**config.mk**
```make
export PLATFORM = sky130hd
export DESIGN_NAME = fifo_flagged
export DESIGN_NICKNAME = d
export VERILOG_FILES = /design/src/rtl/fifo_flagged.sv
export SDC_FILE = /design/constraint.sdc
export NUM_CORES = 1
export LEC_CHECK = 0
export BUFFER_PORTS_ARGS = -buffer_cell sky130_fd_sc_hd__buf_4
export CORE_AREA = 2 2 142 144
export CTS_BUF_LIST = sky130_fd_sc_hd__clkbuf_4
export CTS_CLUSTER_DIAMETER = 30
export DETAILED_ROUTE_END_ITERATION = 7
export DIE_AREA = 0 0 144 146
export GPL_ROUTABILITY_DRIVEN = 0
export PLACE_DENSITY = 0.47
export SYNTH_ARGS = -nofsm -noshare
export SYNTH_HDL_FRONTEND = slang
export SYNTH_SLANG_ARGS = --single-unit
```
**constraint.sdc**
```tcl
create_clock -name clk -period 4 [get_ports clk]
set_input_delay 0.8 -clock clk [delete_from_list [all_inputs] [get_ports clk]]
set_output_delay 0.8 -clock clk [all_outputs]
set_load 0.05 [all_outputs]
```
**src/rtl/fifo_flagged.sv**
```systemverilog
// Synchronous FIFO with any-depth pointer wrap, fill level, programmable almost flags,
// sticky overflow/underflow errors and selectable standard or first-word-fall-through read.
module fifo_flagged #(
  parameter int DATA_WIDTH    = 8,
  parameter int FIFO_DEPTH    = 16,
  parameter int AFULL_THRESH  = 12,
  parameter int AEMPTY_THRESH = 2,
  parameter int FWFT          = 0,
  localparam int LW           = $clog2(FIFO_DEPTH + 1)
) (
  input  logic                  clk,
  input  logic                  reset_n,
  input  logic                  wr_en,
  input  logic [DATA_WIDTH-1:0] data_in,
  input  logic                  rd_en,
  output logic [DATA_WIDTH-1:0] data_out,
  output logic                  full,
  output logic                  empty,
  output logic                  almost_full,
  output logic                  almost_empty,
  output logic [LW-1:0]         level,
  output logic                  overflow,
  output logic                  underflow,
  input  logic                  clr_err
);

  localparam int PW = (FIFO_DEPTH > 1) ? $clog2(FIFO_DEPTH) : 1;
  localparam logic [PW-1:0] LAST_PTR = PW'(FIFO_DEPTH - 1);

  logic [DATA_WIDTH-1:0] mem [FIFO_DEPTH];

  logic [PW-1:0] wr_ptr_q, wr_ptr_d;
  logic [PW-1:0] rd_ptr_q, rd_ptr_d;
  logic [LW-1:0] level_q, level_d;
  logic          overflow_q, overflow_d;
  logic          underflow_q, underflow_d;
  logic          wr_accept;
  logic          rd_accept;

  assign full         = (level_q == LW'(FIFO_DEPTH));
  assign empty        = (level_q == '0);
  assign almost_full  = (level_q >= LW'(AFULL_THRESH));
  assign almost_empty = (level_q <= LW'(AEMPTY_THRESH));
  assign level        = level_q;
  assign overflow     = overflow_q;
  assign underflow    = underflow_q;

  // Acceptance uses the pre-edge flags, so a read cannot make room for a write in the same cycle.
  assign wr_accept = wr_en && !full;
  assign rd_accept = rd_en && !empty;

  always_comb begin
    wr_ptr_d    = wr_ptr_q;
    rd_ptr_d    = rd_ptr_q;
    level_d     = level_q;
    overflow_d  = clr_err ? 1'b0 : overflow_q;
    underflow_d = clr_err ? 1'b0 : underflow_q;

    if (wr_accept) begin
      wr_ptr_d = (wr_ptr_q == LAST_PTR) ? '0 : wr_ptr_q + PW'(1);
    end
    if (rd_accept) begin
      rd_ptr_d = (rd_ptr_q == LAST_PTR) ? '0 : rd_ptr_q + PW'(1);
    end

    unique case ({wr_accept, rd_accept})
      2'b10:   level_d = level_q + LW'(1);
      2'b01:   level_d = level_q - LW'(1);
      default: level_d = level_q;
    endcase

    // A set request in the same cycle as clr_err leaves the flag set.
    if (wr_en && full) begin
      overflow_d = 1'b1;
    end
    if (rd_en && empty) begin
      underflow_d = 1'b1;
    end
  end

  always_ff @(posedge clk or negedge reset_n) begin
    if (!reset_n) begin
      wr_ptr_q    <= '0;
      rd_ptr_q    <= '0;
      level_q     <= '0;
      overflow_q  <= 1'b0;
      underflow_q <= 1'b0;
    end else begin
      wr_ptr_q    <= wr_ptr_d;
      rd_ptr_q    <= rd_ptr_d;
      level_q     <= level_d;
      overflow_q  <= overflow_d;
      underflow_q <= underflow_d;
    end
  end

  // Storage is deliberately left out of reset.
  always_ff @(posedge clk) begin
    if (wr_accept) begin
      mem[wr_ptr_q] <= data_in;
    end
  end

  generate
    if (FWFT != 0) begin : g_fwft
      assign data_out = empty ? '0 : mem[rd_ptr_q];
    end else begin : g_std
      logic [DATA_WIDTH-1:0] dout_q, dout_d;

      always_comb begin
        dout_d = dout_q;
        if (rd_accept) begin
          dout_d = mem[rd_ptr_q];
        end
      end

      always_ff @(posedge clk or negedge reset_n) begin
        if (!reset_n) begin
          dout_q <= '0;
        end else begin
          dout_q <= dout_d;
        end
      end

      assign data_out = dout_q;
    end
  endgenerate

endmodule

```
== Word-level counts from Yosys, hierarchy flattened ==
Memories as Yosys holds them, arrays and structs flattened. A register that Yosys moved wholly into a read port is not among the register bits.
Index checks and enable logic that the tools add are counted.

* Output and inout bits: 19
* Memories: 1
* Word-level logic and storage cells: 36
* Bits in writable memories: 128
* Input port bits: 13
* Flip-flop bits (word level): 15

* $add $sub $neg: 4
* Reductions and logical operators: 11
* Mux-type cells: 8
* Equal/unequal tests: 5
* Order comparisons: 2

{| class="wikitable"
|+ Memory list
! name !! words !! bits a word !! rd ports !! clocked after Yosys merged registers in !! wr ports !! RTL line !! text
|-
| mem || 16 || 8 || 1 || 1 || 1 || 30 || <nowiki>logic [DATA_WIDTH-1:0] mem [FIFO_DEPTH];</nowiki>
|}

{| class="wikitable"
|+ Operators with widths
! cell !! count
|-
| 5-bit case mux with 2 select lines || 1
|-
| 4-bit by 1-bit adder with 4-bit output (second input constant) || 2
|-
| 4-bit == test (second input constant) || 2
|-
| 4-bit 2-to-1 mux || 2
|-
| 2-bit nonzero test || 3
|-
| 5-bit by 1-bit adder with 5-bit output (second input constant) || 1
|-
| 5-bit == test (second input constant) || 1
|-
| 5-bit by 4-bit greater-or-equal comparator with 1-bit output (second input constant) || 1
|-
| 5-bit by 2-bit less-or-equal comparator with 1-bit output (second input constant) || 1
|-
| 5-bit logical NOT || 1
|-
| 1-bit 2-to-1 mux || 5
|-
| 5-bit by 1-bit subtractor with 5-bit output (second input constant) || 1
|-
| 1-bit logical AND || 4
|-
| 1-bit logical NOT || 3
|-
| 2-bit by 1-bit == test with 1-bit output (second input constant) || 1
|-
| 2-bit == test (second input constant) || 1
|}

== Longest topological paths before layout ==
Gate-level depths: netlist of run 1.

* Word-level depth: 5
* Mapped depth: 13
* Mapped depth without buffers: 10

== Worst setup path after synthesis of run 1 ==
No wires, ideal clock.

* Kind: reg2out
* Start: reg level_q[2], in the netlist level[2]
* End: out empty
* Setup slack: 0.896 ns
* Arrival time: 2.304 ns
* Stages on the path, launching flop included: 4
* Path buffers: 1
* Required time: 3.200 ns
* Cells stage by stage: dfrtp_1 buf_2 or3_4 nor3_1

* Word-level cells in the longest chain between the ends: 1

{| class="wikitable"
|+ RTL lines
! element !! RTL line !! text
|-
| start, declared || 34 || <nowiki>logic [LW-1:0] level_q, level_d;</nowiki>
|-
| start signal, assigned || 91 || <nowiki>level_q <= level_d;</nowiki>
|-
| 5-bit logical NOT || 41 || <nowiki>assign empty = (level_q == '0);</nowiki>
|-
| end, declared || 18 || <nowiki>output logic empty,</nowiki>
|}

Every way passes these cells.

== Final worst setup path of run 1 ==
* Start: reg level_q[1], in the netlist level[1]
* End: reg level_q[4], in the netlist level[4]

* Word-level cells in the longest chain between the ends: 5
* Elaborated cells on any way between the ends: 12
* Those cells by class: 2 x add/sub; 3 x eq/ne; 1 x mux; 6 x reduce/logical

{| class="wikitable"
|+ RTL lines
! element !! RTL line !! text
|-
| 5-bit == test or 5-bit logical NOT (tied branches) || 40, 41 ||
|-
| 1-bit logical NOT (on tied branches) || 49, 50 ||
|-
| 1-bit logical AND (on tied branches) || 49, 50 ||
|-
| 2-bit by 1-bit == test with 1-bit output or 2-bit == test (tied branches) || 66 || <nowiki>unique case ({wr_accept, rd_accept})</nowiki>
|-
| 5-bit case mux with 2 select lines or 2-bit nonzero test (tied branches) || - ||
|}

Parallel ways exist; a longest one is shown, timed or not.
A chain may end at the register's enable or synchronous reset.

==> out/results.ini, run 1 <==
[run_status]
status = complete, no violations

[placed_design]
place.detailed.hpwl_mm = 7.98
io_buffers = 31
dp_cells = 619
placed_cell_area_um2 = 6670

[power]
p_total_mw = 4.88
p_per_area_nw_per_um2 = 698
leakagePower_nw = 2.42
irDropWorstVdd_v = 0.000204

[clock_tree]
cts_setup_buffers = 0
clock_path_buffers = 2
clkSinkCount = 151
root_buffer = clkbuf_4
ctsHoldBuffers = 0
h-tree-depth = 4
cts_tree = built
cts_buffers = 17
cts_resized = 0
clkTransAtPathRegs_ps = 130
worstSkewPairLatency_ps = 550

[global_routing]
grt_pass1_vias = 3113
grt_max_degree = 37
grt_pass1_wl_mm = 19.2
use_met1 = 0.174
grt_overflow = 0
antenna_found_initial = 1
grt_busiest_layer = met2
gr-usage-met3 = 0.0286
grt_util_met2 = 0.204
grtUsageTotal = 0.129

[routing]
wl_per_cell_um = 19.7
drt-initial-drc-count = 261
wl_mm = 12.8
viasPerCell = 4.72
drc = 0
vias = 3079
drtPass1Iterations = 5
postRouteAntennaNets = 0

[sta]
skew_ps = 22.5
layout_min_cycle_time_ps = 3000
drv_slew = 0
relSlewSlack = 0.346
fin_tns_setup_ps = 0
timing.fmax_ghz = 0.334
hold_viol = 0
worstMarginPinSlew_ps = 977
fin_crit_sh = 0.749
rsz0062_at_grt = no
setup_viol = 0

[yosys]
syn_area_um2 = 6150
synth-xor-area-share = 0.0128
synth_compound_area_frac = 0.0535
synth_top_area_cell = edfxtp_1
synthSimpleGateAreaFrac = 0.0435
ys_types = 34
yosys_warnings = 0
synth-seq-area-share = 0.718
ys_dominant_reg_cell = edfxtp_1
syn_nets = 357
synthAdderAreaFrac = 0.0163
avgSynthCellArea_um2 = 18.3
synth_edf_count = 128
netlist.area_leader.share = 0.625
postSynthCellCount = 336
async_reset_ff_frac = 0.152
synth_area_leaders = edfxtp_1 (62%), mux4_2 (12%), dfrtp_1 (9.4%), ha_1 (1.6%), a22o_1 (1.4%)
synth_mux_area_frac = 0.134
ys_ff_latch = 151
synth_top_family_by_area = multiplexers

[cells_and_area]
fin_nets = 394
finalNonFillerCells = 652
fin_util = 0.362
syn2layout_area_growth_pct = 13.6
design_area_um2 = 6990
drive_above_1_share = 0.277

[job]
cap_violations = 0

[floorplanning]
die_area_um2 = 21000
core.rowCount = 51
io_pins = 32
die_h_um = 146
coreArea_um2 = 19300
die_x_um = 144
start_util = 0.318

[critical_path]
crit_path_end_kind = flop
slowest_delay_ps = 700
worstSetupPathType = reg2reg
worstPathArrival_ps = 3430
path_cells = nor2_1 -> a31oi_1 -> inv_1 -> ha_1 -> xor2_1 -> ha_1 -> and3b_1 -> o21ai_0 -> a21oi_1 -> xor2_1
critPathLaunchType = flop
required_ps = 4430
critPathMaxFanout = 11
cp_slowest_cell = a31oi_1

[hold_path]
hp-class = in2async

-- cells by family (layout without fill, tap and decap cells) --
kind of cell / after synthesis / after routing
simple gates: 54 / 54
compound gates: 44 / 44
flops: 151 / 151
buf+inv: 28 / 78
fa+ha+maj: 8 / 8
xor+xnor: 9 / 9
other cells: 0 / 1
mux: 42 / 42
-- cells in the mapped netlist, types with 3 or more instances --
cell        n
ha_1        8
nand2_1    12
nor3_1      7
a21o_1      4
edfxtp_1  128
mux4_2     32
clkbuf_1    7
nor2b_1     8
dfrtp_1    23
inv_1       7
xnor2_1     3
a22o_1     10
xor2_1      6
o21ai_0     5
a21oi_1    10
buf_2       9
mux2i_1     8
a211o_1     8
nor2_1     15
nand3_1     4
-- worst paths after layout --
check / start / to / slack [ps] / cells past startpoint
worst max-delay path: level[1]$_DFFE_PN0P_ / level[4]$_DFFE_PN0P_ / 1000 / 10
min in group clk: wr_en / overflow$_DFFE_PN0P_ / 470 / 2
worst min-delay path: reset_n / data_out[2]$_DFFE_PN0P_ / 130 / 1
max in group asynchronous: reset_n / data_out[4]$_DFFE_PN0P_ / 3600 / 1
worst max register to register: level[1]$_DFFE_PN0P_ / level[4]$_DFFE_PN0P_ / 1000 / 10
worst min register to register: data_out[2]$_DFFE_PN0P_ / data_out[2]$_DFFE_PN0P_ / 520 / 1
-- power by group --
part | internal (mW) | switching [mW]
logic | 0.717 | 0.918
clock network | 0.496 | 0.530
registers | 1.93 | 0.284
total | 3.15 | 1.73
-- metal layers --
metal / vias up / routed length [um]
li1: 1410 / -
met1: 1599 / 5930
met2: 59 / 6350
met3: 11 / 374
met4: 0 / 175
met5: - / 0
-- registers in the layout, summed over array words and instances, names as in the netlist --
register,flops
mem,128
data_out,8
level,5
rd_ptr_q,4
wr_ptr_q,4
overflow,1
underflow,1
-- layout by cell type, fill, tap and decap left out, types with 2 or more instances in the layout --
master      Yosys  final
buf_4           1     39
a22o_1         10     10
clkinvlp_4      0      4
nand2_1        12     12
bufinv_16       0      4
a31oi_1         2      2
a211o_1         8      8
and3b_1         2      2
dfrtp_2         0      2
mux2_2          2      2
o21ai_0         5      5
xor2_1          6      6
o31ai_1         2      2
clkinv_2        0      3
and3_1          2      2
nor3_1          7      7
clkbuf_4        0     18
nor2_1         15     15
dfrtp_1        23     21
ha_1            8      8
mux2i_1         8      8
clkinv_1        0      2
mux4_2         32     32
a21o_1          4      4
a21oi_1        10     10
xnor2_1         3      3
nand2b_1        2      2
nand3_1         4      4
nor2b_1         8      8
inv_1           7      7
edfxtp_1      128    128
-- worst max-delay path, delay by kind of cell, from the launching register on --
kind / cells / cell delay, ps
compound gates: 3 / 950
flops: 1 / 600
simple gates: 2 / 310
buf+inv: 1 / 150
fa+ha+maj: 2 / 570
xor+xnor: 2 / 320
-- final cells by class --
| cell class | instances | area (um^2) |
|---|---|---|
| tap | 265 | 332 |
| antenna | 1 | 2.50 |
| multi-input combinational | 157 | 1600 |
| clock buffer | 18 | 135 |
| clock inverter | 14 | 181 |
| inverter | 7 | 26.3 |
| sequential | 151 | 4420 |
| timing repair buffer | 39 | 293 |
| fill | 1816 | 12300 |
-- stage by stage --
step           hold WS (ps)  worst slack (ps)
2_1_floorplan           504               896
3_3_place_gp            492               919
3_5_place_dp            499               843
4_1_cts                84.3               961
5_1_grt                78.7               639
6_report                128              1000
No activity file was read; power rests on OpenSTA's default activity.
==> run 2, diff against run 1 <==
- clock period: 4 -> 2.85 ns (I/O delays scaled with it)
==> run 2 against run 1 <==
  * Hold slack better by 110 ps
  * Combinational power rose by 54%
  * Fmax grew 14%
  * Cell area increased by 2.1%
  * Sequential power grew 36%
  * Worst setup slack got worse by 780 ps
  * Largest power group unchanged
  * Sequential share of layout area decreased by 1.3 points
  * First-iteration DRC count fell by 41%
  * Die area did not move
  * Highest routed layer unchanged
  * Clock-buffer cell count grew 2
  * Sequential cell count stayed put
  * Total power rose by 42%
==> out/results.ini, run 2 (synthesis results as in run 1) <==
[run_status]
status = complete, no violations  ; unchanged

[sta]
setup_viol = 0  ; unchanged
hold_viol = 0  ; unchanged
fin_crit_sh = 0.921  ; was 0.749
rsz0062_at_grt = no  ; unchanged
relSlewSlack = 0.573  ; was 0.346
fin_tns_setup_ps = 0  ; unchanged
layout_min_cycle_time_ps = 2630  ; was 3000 ps
worst_slack_ps = 225  ; was 1000 ps
hold_ws_ps = 240  ; was 128 ps
timing.fmax_ghz = 0.381  ; was 0.334 GHz
drv_slew = 0  ; unchanged
skew_ps = 29.6  ; was 22.5 ps
worstMarginPinSlew_ps = 640  ; was 977 ps

[critical_path]
worstPathArrival_ps = 3080  ; was 3430 ps
critPathMaxFanout = 8  ; was 11
required_ps = 3300  ; was 4430 ps
crit_path_end_kind = flop  ; unchanged
worstSetupPathType = reg2reg  ; unchanged
critPathLaunchType = flop  ; unchanged

[cells_and_area]
finalNonFillerCells = 668  ; was 652
final_cell_mix = edfxtp_1 (128), buf_4 (51), mux4_2 (32)  ; was edfxtp_1 (128), buf_4 (39), mux4_2 (32)
fin_util = 0.369  ; was 0.362
fillers = 1826  ; was 1816
syn2layout_area_growth_pct = 16.0  ; was 13.6%
final_common_cell = edfxtp_1  ; unchanged
fin_nets = 410  ; was 394
largest_reg_flops = 128  ; unchanged
drive_above_1_share = 0.306  ; was 0.277
max_flop_register = mem  ; unchanged

[global_routing]
grt_overflow = 0  ; unchanged
grt_pass1_wl_mm = 20.0  ; was 19.2 mm
antenna_found_initial = 1  ; unchanged
grt_max_degree = 37  ; unchanged
grt_pass1_vias = 3293  ; was 3113
grtUsageTotal = 0.133  ; was 0.129

[floorplanning]
coreArea_um2 = 19300  ; unchanged
die_area_um2 = 21000  ; unchanged
io_pins = 32  ; unchanged
core.rowCount = 51  ; unchanged
die_x_um = 144  ; unchanged
die_h_um = 146  ; unchanged
start_util = 0.318  ; unchanged

[power]
seqPwrFrac = 0.435  ; was 0.455
p_int_mw = 4.45  ; was 3.15 mW
irDropWorstVdd_v = 0.000262  ; was 0.000204 V
p_comb_frac = 0.365  ; was 0.335
clock_power_share = 0.200  ; was 0.210
p_sw_frac = 0.357  ; was 0.355
leakagePower_nw = 2.52  ; was 2.42 nW
power.switching_mw = 2.48  ; was 1.73 mW
p_per_area_nw_per_um2 = 971  ; was 698 nW/um^2

[routing]
drt-initial-drc-count = 154  ; was 261
viasPerCell = 4.74  ; was 4.72
vias = 3164  ; was 3079
postRouteAntennaNets = 0  ; unchanged
wl_mm = 13.0  ; was 12.8 mm
wl_per_cell_um = 19.4  ; was 19.7 um
drtPass1Iterations = 4  ; was 5
drc = 0  ; unchanged

[clock_tree]
cts_tree = built  ; unchanged
cts_setup_buffers = 0  ; unchanged
clock_path_buffers = 2  ; unchanged
worstSkewPairLatency_ps = 550  ; about the same
clkSinkCount = 151  ; unchanged
cts_buffers = 17  ; unchanged
root_buffer = clkbuf_4  ; unchanged
clkTransAtPathRegs_ps = 140  ; was 130 ps
h-tree-depth = 4  ; unchanged

[placed_design]
dp_cells = 634  ; was 619
dp_slack_ps = 240  ; was 843 ps
io_buffers = 31  ; unchanged
place.detailed.hpwl_mm = 8.43  ; was 7.98 mm

[hold_path]
hp-class = in2reg  ; was in2async

[job]
cap_violations = 0  ; unchanged

run 2: layout make-up:
class / instances / area, um^2 / area share
inverter: 7 / 26.3 / 0.00368
tap: 265 / 332 / 0.0465
clock inverter: 12 / 150 / 0.0210
clock buffer: 20 / 150 / 0.0210
multi-input combinational: 157 / 1600 / 0.224
timing repair buffer: 55 / 453 / 0.0635
sequential: 151 / 4420 / 0.620
antenna: 1 / 2.50 / 0.000351
run 2: metal layers:
layer  GRT usage  vias to the layer above  wire length, um
li1            -                     1439                -
met1       0.181                     1659             6100
met2       0.206                       55             6300
met3      0.0309                       11              393
met4      0.0544                        0              181
met5           0                        -                0
run 2: metrics by stage:
step	total power, mW	cell area (um^2)
finish	6.93	7140
global route	7.33	7140
CTS	7.03	7130
detailed placement	5.64	6820
global placement	5.63	6820
floorplan	4.82	6160
run 2: worst paths after layout:
check / startpoint / to / slack, ps / cells after the start
min in group asynchronous: reset_n / underflow$_DFFE_PN0P_ / 430 / 2
min: wr_en / overflow$_DFFE_PN0P_ / 240 / 2
max reg2reg: level[3]$_DFFE_PN0P_ / level[4]$_DFFE_PN0P_ / 220 / 10
max: level[3]$_DFFE_PN0P_ / level[4]$_DFFE_PN0P_ / 220 / 10
min reg2reg: data_out[3]$_DFFE_PN0P_ / data_out[3]$_DFFE_PN0P_ / 520 / 1
max in group asynchronous: reset_n / rd_ptr_q[1]$_DFFE_PN0P_ / 2160 / 2
run 2: critical path, stage by stage (launching register included):
cell and delay, ps:
dfrtp_1 500, or3_4 430, o31ai_4 190, inv_1 140, ha_1 310, xor2_1 180
ha_1 230, and3b_1 170, o21ai_0 130, a21oi_1 100, xor2_1 140
run 2: what timing repair did:
action | in CTS | in global routing
endpoints found under the hold margin | 23 | 0
hold buffers | 1 | 0
resized for setup | 0 | 0
run 2: power groups by stage:
| stage | sequential [mW] | clock [mW] | combinational [mW] |
|---|---|---|---|
| 5_1_grt | 3.06 | 1.53 | 2.75 |
| 3_3_place_gp | 3.05 | 0 | 2.58 |
| 6_report | 3.01 | 1.39 | 2.53 |
| 4_1_cts | 3.01 | 1.44 | 2.58 |
| 3_5_place_dp | 3.06 | 0 | 2.57 |
| 2_1_floorplan | 3.23 | 0 | 1.59 |
==> run 3, diff against run 2 <==
- REMOVE_ABC_BUFFERS: default -> 1
==> run 3 against run 2 <==
  * Largest cell class unchanged
  * Non-clock buffer count grew 2
  * Critical path type unchanged
  * Routed wire length shrank 5.0%
  * Clock skew shrank 4.1 ps
  * Fmax grew 0.67%
  * Highest routed layer unchanged
  * Via count shrank 1.3%
  * Critical path depth is the same
==> out/results.ini, run 3 (synthesis results as in run 1) <==
[cells_and_area]
n_antenna_cell = 0  ; was 1
largest_reg_flops = 128  ; unchanged
fin_util = 0.367  ; was 0.369
regArea_um2 = 4420  ; about the same
drive_above_1_share = 0.309  ; was 0.306
final_common_cell = edfxtp_1  ; unchanged
final_cell_mix = edfxtp_1 (128), buf_4 (55), mux4_2 (32)  ; was edfxtp_1 (128), buf_4 (51), mux4_2 (32)
finalNonFillerCells = 669  ; was 668
max_flop_register = mem  ; unchanged
multi_input_area_um2 = 1600  ; unchanged
syn2layout_area_growth_pct = 15.4  ; was 16.0%
design_area_um2 = 7100  ; was 7140 um^2
fin_nets = 412  ; was 410
fillers = 1835  ; was 1826

[job]
cap_violations = 0  ; unchanged

[global_routing]
grt_overflow = 0  ; unchanged
grt_max_degree = 37  ; unchanged
antenna_found_initial = 0  ; was 1
grt_pass1_vias = 3382  ; was 3293
grt_pass1_wl_mm = 19.5  ; was 20.0 mm
grtUsageTotal = 0.128  ; was 0.133

[floorplanning]
die_h_um = 146  ; unchanged
die_area_um2 = 21000  ; unchanged
coreArea_um2 = 19300  ; unchanged
start_util = 0.318  ; unchanged
io_pins = 32  ; unchanged
die_x_um = 144  ; unchanged
core.rowCount = 51  ; unchanged

[critical_path]
required_ps = 3310  ; was 3300 ps
worstSetupPathType = reg2reg  ; unchanged
critPathMaxFanout = 8  ; unchanged
critPathLaunchType = flop  ; unchanged
worstPathArrival_ps = 3070  ; was 3080 ps
r2r_slack_ps = 240  ; was 220 ps
crit_path_end_kind = flop  ; unchanged

[sta]
worstMarginPinSlew_ps = 745  ; was 640 ps
rsz0062_at_grt = no  ; unchanged
fin_crit_sh = 0.915  ; was 0.921
hold_viol = 0  ; unchanged
layout_min_cycle_time_ps = 2610  ; was 2630 ps
worst_slack_ps = 242  ; was 225 ps
timing.fmax_ghz = 0.383  ; was 0.381 GHz
hold_ws_ps = 256  ; was 240 ps
setup_viol = 0  ; unchanged
relSlewSlack = 0.503  ; was 0.573
drv_slew = 0  ; unchanged
skew_ps = 25.6  ; was 29.6 ps

[placed_design]
place.detailed.hpwl_mm = 7.88  ; was 8.43 mm
io_buffers = 31  ; unchanged
placed_cell_area_um2 = 6810  ; was 6820 um^2
dp_cells = 636  ; was 634
dp_slack_ps = 267  ; was 240 ps

[routing]
drt-initial-drc-count = 179  ; was 154
viasPerCell = 4.67  ; was 4.74
postRouteAntennaNets = 0  ; unchanged
drc = 0  ; unchanged
drtPass1Iterations = 4  ; unchanged
wl_per_cell_um = 18.4  ; was 19.4 um
vias = 3123  ; was 3164
wl_mm = 12.3  ; was 13.0 mm

[power]
leakagePower_nw = 2.51  ; was 2.52 nW
p_per_area_nw_per_um2 = 948  ; was 971 nW/um^2
irDropWorstVdd_v = 0.000409  ; was 0.000262 V

[clock_tree]
clkSinkCount = 151  ; unchanged
clock_path_buffers = 2  ; unchanged
cts_tree = built  ; unchanged
cts_buffers = 17  ; unchanged
h-tree-depth = 4  ; unchanged
root_buffer = clkbuf_4  ; unchanged
clkTransAtPathRegs_ps = 150  ; was 140 ps
worstSkewPairLatency_ps = 560  ; was 550 ps
cts_setup_buffers = 0  ; unchanged

[run_status]
status = complete, no violations  ; unchanged

[hold_path]
hp-class = in2reg  ; unchanged

[run 3: final timing paths]
path,to,from,cells past startpoint
max,level[4]$_DFFE_PN0P_,level[3]$_DFFE_PN0P_,10
min,overflow$_DFFE_PN0P_,wr_en,2
max reg2reg,level[4]$_DFFE_PN0P_,level[3]$_DFFE_PN0P_,10
min reg2reg,data_out[3]$_DFFE_PN0P_,data_out[3]$_DFFE_PN0P_,1
max in group asynchronous,rd_ptr_q[0]$_DFFE_PN0P_,reset_n,2
min in group asynchronous,wr_ptr_q[1]$_DFFE_PN0P_,reset_n,2
[run 3: through the flow]
stage          setup TNS, ps  power (mW)
4_1_cts                    0        6.86
6_report                   0        6.73
2_1_floorplan           -724        4.72
3_5_place_dp               0        5.56
3_3_place_gp               0        5.53
5_1_grt                    0        7.15
[run 3: worst max-delay path: stages (launching register included)]
cell and delay (ps):
dfrtp_1 500, or3_4 430, o31ai_4 210, inv_1 130
ha_1 310, xor2_1 180, ha_1 220, and3b_1 160
o21ai_0 140, a21oi_1 90, xor2_1 140
[run 3: timing repair]
action | CTS | global route
hold endpoints to repair | 23 | 0
resized for setup | 0 | 0
hold buffers | 1 | 0
[run 3: final cells by class]
cell class / instances / share of cell area
Sequential cell: 151 / 0.623
Multi-Input combinational cell: 157 / 0.225
Timing Repair Buffer: 57 / 0.0624
Tap cell: 265 / 0.0467
Clock inverter: 15 / 0.0211
Clock buffer: 17 / 0.0180
Inverter: 7 / 0.00370
[run 3: report_power, final]
group	total (mW)	internal [mW]	leakage [nW]	switching (mW)
combinational	2.40	1.07	0.929	1.33
clock	1.29	0.399	0.150	0.891
sequential	3.04	2.71	1.44	0.323
[run 3: per-layer routing]
layer	wire length, um	vias to the layer above	GRT usage
met2	6040	58	0.205
met1	5650	1611	0.169
li1	-	1443	-
met3	491	11	0.0395
met4	137	0	0.0324
met5	0	-	0
